[src/rtl/iir_out_decim.sv]
// Accumulate-and-dump decimator for the look-ahead IIR output, followed by a small FIFO with a registered head.
// Optional macro IIR_DECIM_ROUND_EN selects round-half-up with clipping instead of a floor shift.
module iir_out_decim #(
  parameter int DW         = 15,
  parameter int LOG2_DECIM = 2,
  parameter int FIFO_AW    = 3
) (
  input  logic               clk,
  input  logic               rst,
  input  logic [DW-1:0]      x_in,
  input  logic               x_valid,
  output logic [DW-1:0]      y_out,
  output logic               y_valid,
  input  logic               y_ready,
  output logic [FIFO_AW:0]   fifo_level,
  output logic               ovf
);

`ifdef IIR_DECIM_ROUND_EN
  localparam int AW = DW + LOG2_DECIM + 1;
`else
  localparam int AW = DW + LOG2_DECIM;
`endif
  localparam int DEPTH = 1 << FIFO_AW;
  localparam logic [LOG2_DECIM-1:0] PHASE_MAX  = '1;
  localparam logic [FIFO_AW:0]      LEVEL_FULL = (FIFO_AW+1)'(DEPTH);
  localparam logic [FIFO_AW:0]      LEVEL_ONE  = (FIFO_AW+1)'(1);

  logic signed [AW-1:0]   acc_reg, acc_next;
  logic [LOG2_DECIM-1:0]  phase_reg, phase_next;
  logic signed [AW-1:0]   x_ext, sum;
  logic                   push;
  logic [DW-1:0]          result;

  assign x_ext = {{(AW-DW){x_in[DW-1]}}, x_in};

  // Accumulator state register
  always_ff @(posedge clk) begin
    if (rst) begin
      acc_reg   <= '0;
      phase_reg <= '0;
    end else begin
      acc_reg   <= acc_next;
      phase_reg <= phase_next;
    end
  end

  // Next state: phase 0 restarts the sum so a stale accumulator never leaks into a new block
  always_comb begin
    acc_next   = acc_reg;
    phase_next = phase_reg;
    sum        = ((phase_reg == '0) ? '0 : acc_reg) + x_ext;
    if (x_valid) begin
      if (phase_reg == PHASE_MAX) begin
        phase_next = '0;
      end else begin
        acc_next   = sum;
        phase_next = phase_reg + 1'b1;
      end
    end
  end

`ifdef IIR_DECIM_ROUND_EN
  localparam logic signed [AW-1:0] HALF = AW'(1) << (LOG2_DECIM - 1);
  localparam logic signed [AW-1:0] RMAX = AW'((1 << (DW - 1)) - 1);
  localparam logic signed [AW-1:0] RMIN = -AW'(1 << (DW - 1));
  logic signed [AW-1:0] shifted;
`endif

  // Output decode: push on the dump cycle
  always_comb begin
    push = x_valid && (phase_reg == PHASE_MAX);
`ifdef IIR_DECIM_ROUND_EN
    shifted = (sum + HALF) >>> LOG2_DECIM;
    if (shifted > RMAX)      result = RMAX[DW-1:0];
    else if (shifted < RMIN) result = RMIN[DW-1:0];
    else                     result = shifted[DW-1:0];
`else
    result = sum[AW-1:LOG2_DECIM];
`endif
  end

  logic [DW-1:0]      mem [DEPTH];
  logic [FIFO_AW-1:0] wr_ptr_reg, rd_ptr_reg, rd_ptr_inc;
  logic [FIFO_AW:0]   level_reg;
  logic [DW-1:0]      head_reg;
  logic               ovf_reg;
  logic               pop, full, wr_en;

  assign pop        = y_ready && (level_reg != '0);
  assign full       = (level_reg == LEVEL_FULL);
  assign wr_en      = push && (!full || pop);
  assign rd_ptr_inc = rd_ptr_reg + 1'b1;

  always_ff @(posedge clk) begin
    if (wr_en) mem[wr_ptr_reg] <= result;
  end

  // The head register mirrors mem[rd_ptr]; it is refilled from the next slot or the incoming push
  always_ff @(posedge clk) begin
    if (rst) begin
      wr_ptr_reg <= '0;
      rd_ptr_reg <= '0;
      level_reg  <= '0;
      head_reg   <= '0;
      ovf_reg    <= 1'b0;
    end else begin
      if (wr_en) wr_ptr_reg <= wr_ptr_reg + 1'b1;
      if (pop)   rd_ptr_reg <= rd_ptr_inc;
      if (push && full && !pop) ovf_reg <= 1'b1;
      case ({wr_en, pop})
        2'b10:   level_reg <= level_reg + 1'b1;
        2'b01:   level_reg <= level_reg - 1'b1;
        default: level_reg <= level_reg;
      endcase
      if (pop) begin
        if (level_reg > LEVEL_ONE) head_reg <= mem[rd_ptr_inc];
        else if (wr_en)            head_reg <= result;
        else                       head_reg <= '0;
      end else if (level_reg == '0 && wr_en) begin
        head_reg <= result;
      end
    end
  end

  assign y_out      = head_reg;
  assign y_valid    = (level_reg != '0);
  assign fifo_level = level_reg;
  assign ovf        = ovf_reg;

endmodule
[config.mk]
export PLATFORM = sky130hd
export DESIGN_NAME = iir_out_decim
export DESIGN_NICKNAME = d
export VERILOG_FILES = /design/src/rtl/iir_out_decim.sv
export SDC_FILE = /design/constraint.sdc
export NUM_CORES = 1
export LEC_CHECK = 0
export ABC_AREA = 1
export BUFFER_PORTS_ARGS = -buffer_cell sky130_fd_sc_hd__buf_2
export CAP_MARGIN = 10
export CORE_MARGIN = 5
export CORE_UTILIZATION = 40
export CTS_CLUSTER_DIAMETER = 30
export DETAILED_ROUTE_END_ITERATION = 8
export PLACE_DENSITY = 0.57
export SLEW_MARGIN = 10
export SYNTH_ARGS = -nofsm -noshare
export SYNTH_HDL_FRONTEND = slang
export SYNTH_SLANG_ARGS = --single-unit
[constraint.sdc]
create_clock -name clk -period 3.7 [get_ports clk]
set_clock_uncertainty 0.2 [all_clocks]
set_input_delay 0.74 -clock clk [delete_from_list [all_inputs] [get_ports clk]]
set_output_delay 0.74 -clock clk [all_outputs]
set_load 0.005 [all_outputs]
==> out/results.txt <==
Run status: finished, final reports clean
Routed vias: 5,846
ANT nets after route: 0
Post-CTS Resized: 0
Setup bufs post-CTS: 0
Layout overhead on the synthesized area: 14.3%
Area leader, netlist: edfxtp_1
Final net count: 968
DIE WIDTH: 151 um
CTS max path bufs: 2
CTS Buf Count: 17
Leakage power: 3.86 nW
Design area: 9080 um^2
CTS tree: yes
Mapped Avg Cell Area: 9.06 um^2
RSZ-0062 raised after global routing: no
Fin. max-slew vios: 0
Placer Congestion: 0.937
Pwr/cell area: 714 nW/um^2
Vias in the first global route: 5,669
Die Y: 151 um
Detailed Place HPWL: 13.3 mm
Mapped Area: 7950 um^2
Period utilization: 0.841
Synthesized flop and latch total: 165
Proportion of layout cells with a drive suffix above 1: 0.118
Reg area: 4510 um^2
Setup TNS: 0 ps
Data required time of the worst path: 3860 ps
Antenna Cells: 0
H-tree Lvls: 4
Switch share: 0.378
Maximum fanout along the worst path: 17
Final setup vio count: 0
Hold Vio Cnt, Final: 0
Clock power frac: 0.270
CTS sink cnt: 165
Clk_lat worst skew: 410 ps
Cells after synthesis: 878
Global route total overflow: 0
Pin count of the biggest net entering global routing: 63
Max VDD drop: 0.000324 V
Clock root cell: clkbuf_16
Area occupied by multi-input gates: 2850 um^2
WL final: 19.8 mm
Fmax: 321 MHz
Initial Utilization: 0.407
Worst-Margin Slew: 1010 ps
Sw Pwr: 0.00245 W
Min Tclk post-route: 3110 ps
Yosys top cell area share: 0.453
Worst Hold Class: register to register
Yosys cell types: 33
Number of flip-flops in the largest register: 120
Total Routing Usage GR: 0.181
Die area: 22,800 um^2
Hold_buf cts: 0
Drt wl/cell: 16.4 um
Total nets after synthesis: 921
MaxCap Viol Count: 0
Sequential share of the synthesized area: 0.566
Vias per inst: 4.86
CP startpoint kind: register
Pint: 0.00404 W
Drt drc: 0
Critical Path Sink Type: register
CORE AREA: 19,500 um^2
Comb pwr share: 0.378
Highest-count cells in the layout ignoring fill and taps: 148 x nor2_1, 131 x nand2_1, 120 x edfxtp_1, 110 x inv_1, 102 x o21ai_0
Yosys warns: 0
Crit path DAT: 3270 ps
Iter 0 DRT Violations: 324
Synth area leaders: edfxtp_1 45%, dfxtp_1 11%, nor2_1 7.0%
Initial antenna violation count: 0
Ports: 40
First-pass DRT Iterations: 5
Sequential power share: 0.352
Most common cell after layout, fill and taps aside: nor2_1
Total of fill cells in the finished design: 1,920
Clock slew at reported path FFs: 60 ps
Rows: 51
Max-slew headroom: 0.328
Global-route wire length before repair: 31.2 mm
Placement Cell Area: 8500 um^2
Port Buffers: 39
Type of the worst setup path: register to register
worst max-delay path: stages, from the launching register on:
cell and delay [ps]:
dfxtp_1 310, inv_1 90, ha_1 540, nor2_1 110
ha_1 240, fa_1 420, nand2_1 90, nand2_1 90
nand3_1 80, nand2_1 90, xor2_1 520, nand2_1 100
nand3_1 90, nand2_1 50, inv_1 40
synth_stat cells (all sizes together):
| cell type | n |
|---|---|
| nor2 | 151 |
| nand2 | 134 |
| edfxtp | 120 |
| inv | 113 |
| o21ai | 103 |
| nand3 | 61 |
| a21oi | 52 |
| dfxtp | 45 |
| ha | 23 |
| buf | 18 |
| clkbuf | 18 |
| o211ai | 14 |
| xor2 | 6 |
| xnor2 | 5 |
| nor3 | 3 |
| o22ai | 3 |
| o21a | 2 |
| or2 | 2 |
| a21boi | 1 |
| a31oi | 1 |
| and2 | 1 |
| fa | 1 |
| nand4 | 1 |
power groups by stage:
stage          sequential (W)  combinational, W  clock [W]
2_1_floorplan         0.00231           0.00177          0
3_5_place_dp          0.00232           0.00248          0
4_1_cts               0.00228           0.00249    0.00178
5_1_grt               0.00230           0.00278    0.00186
6_report              0.00229           0.00246    0.00175
3_3_place_gp          0.00232           0.00247          0
metal layers:
metal | part of all wire | routed length [um] | GRT usage
met5 | 0 | 0 | 0
met2 | 0.49 | 9740 | 0.310
met4 | 0.019 | 374 | 0.0607
met3 | 0.047 | 920 | 0.0323
met1 | 0.44 | 8750 | 0.232
per-stage QoR:
stage | instances | setup slack [ps] | total power [W] | util | hold slack, ps
after CTS | 1203 | 571 | 0.00656 | 0.465 | 259
final | 1203 | 589 | 0.00649 | 0.465 | 256
after global placement | 1171 | 658 | 0.00479 | 0.435 | 244
after global routing | 1203 | 264 | 0.00694 | 0.465 | 292
after floorplan | 878 | 1150 | 0.00408 | - | 230
after detailed placement | 1171 | 598 | 0.00481 | 0.435 | 251
layout make-up:
type	instances	area share
multi-input cells	564	0.314
well taps	265	0.0365
clock buffers	23	0.0504
clock inverters	9	0.0143
repair buffers	64	0.0421
flip-flops and latches	165	0.496
inverters	113	0.0467
cells by family after synthesis:
kind of cell / Yosys count / synth area share
XOR/XNOR: 11 / 0.0121
buffers and inverters: 149 / 0.0757
AND/OR/NAND/NOR: 353 / 0.185
adder cells (fa/ha/maj): 24 / 0.0387
AO/OA/AOI/OAI: 176 / 0.122
flip-flops: 165 / 0.566
final timing paths:
check / startpoint / to / slack, ps / cells after the start
hold reg to reg: acc_reg[1]$_SDFFE_PP0P_ / acc_reg[1]$_SDFFE_PP0P_ / 260 / 2
setup / recovery: phase_reg[0]$_SDFFE_PP0P_ / y_out[4]$_SDFFE_PP0P_ / 590 / 14
hold / removal: acc_reg[1]$_SDFFE_PP0P_ / acc_reg[1]$_SDFFE_PP0P_ / 260 / 2
setup reg to reg: phase_reg[0]$_SDFFE_PP0P_ / y_out[4]$_SDFFE_PP0P_ / 590 / 14
Power figures use the tool's default switching activity.
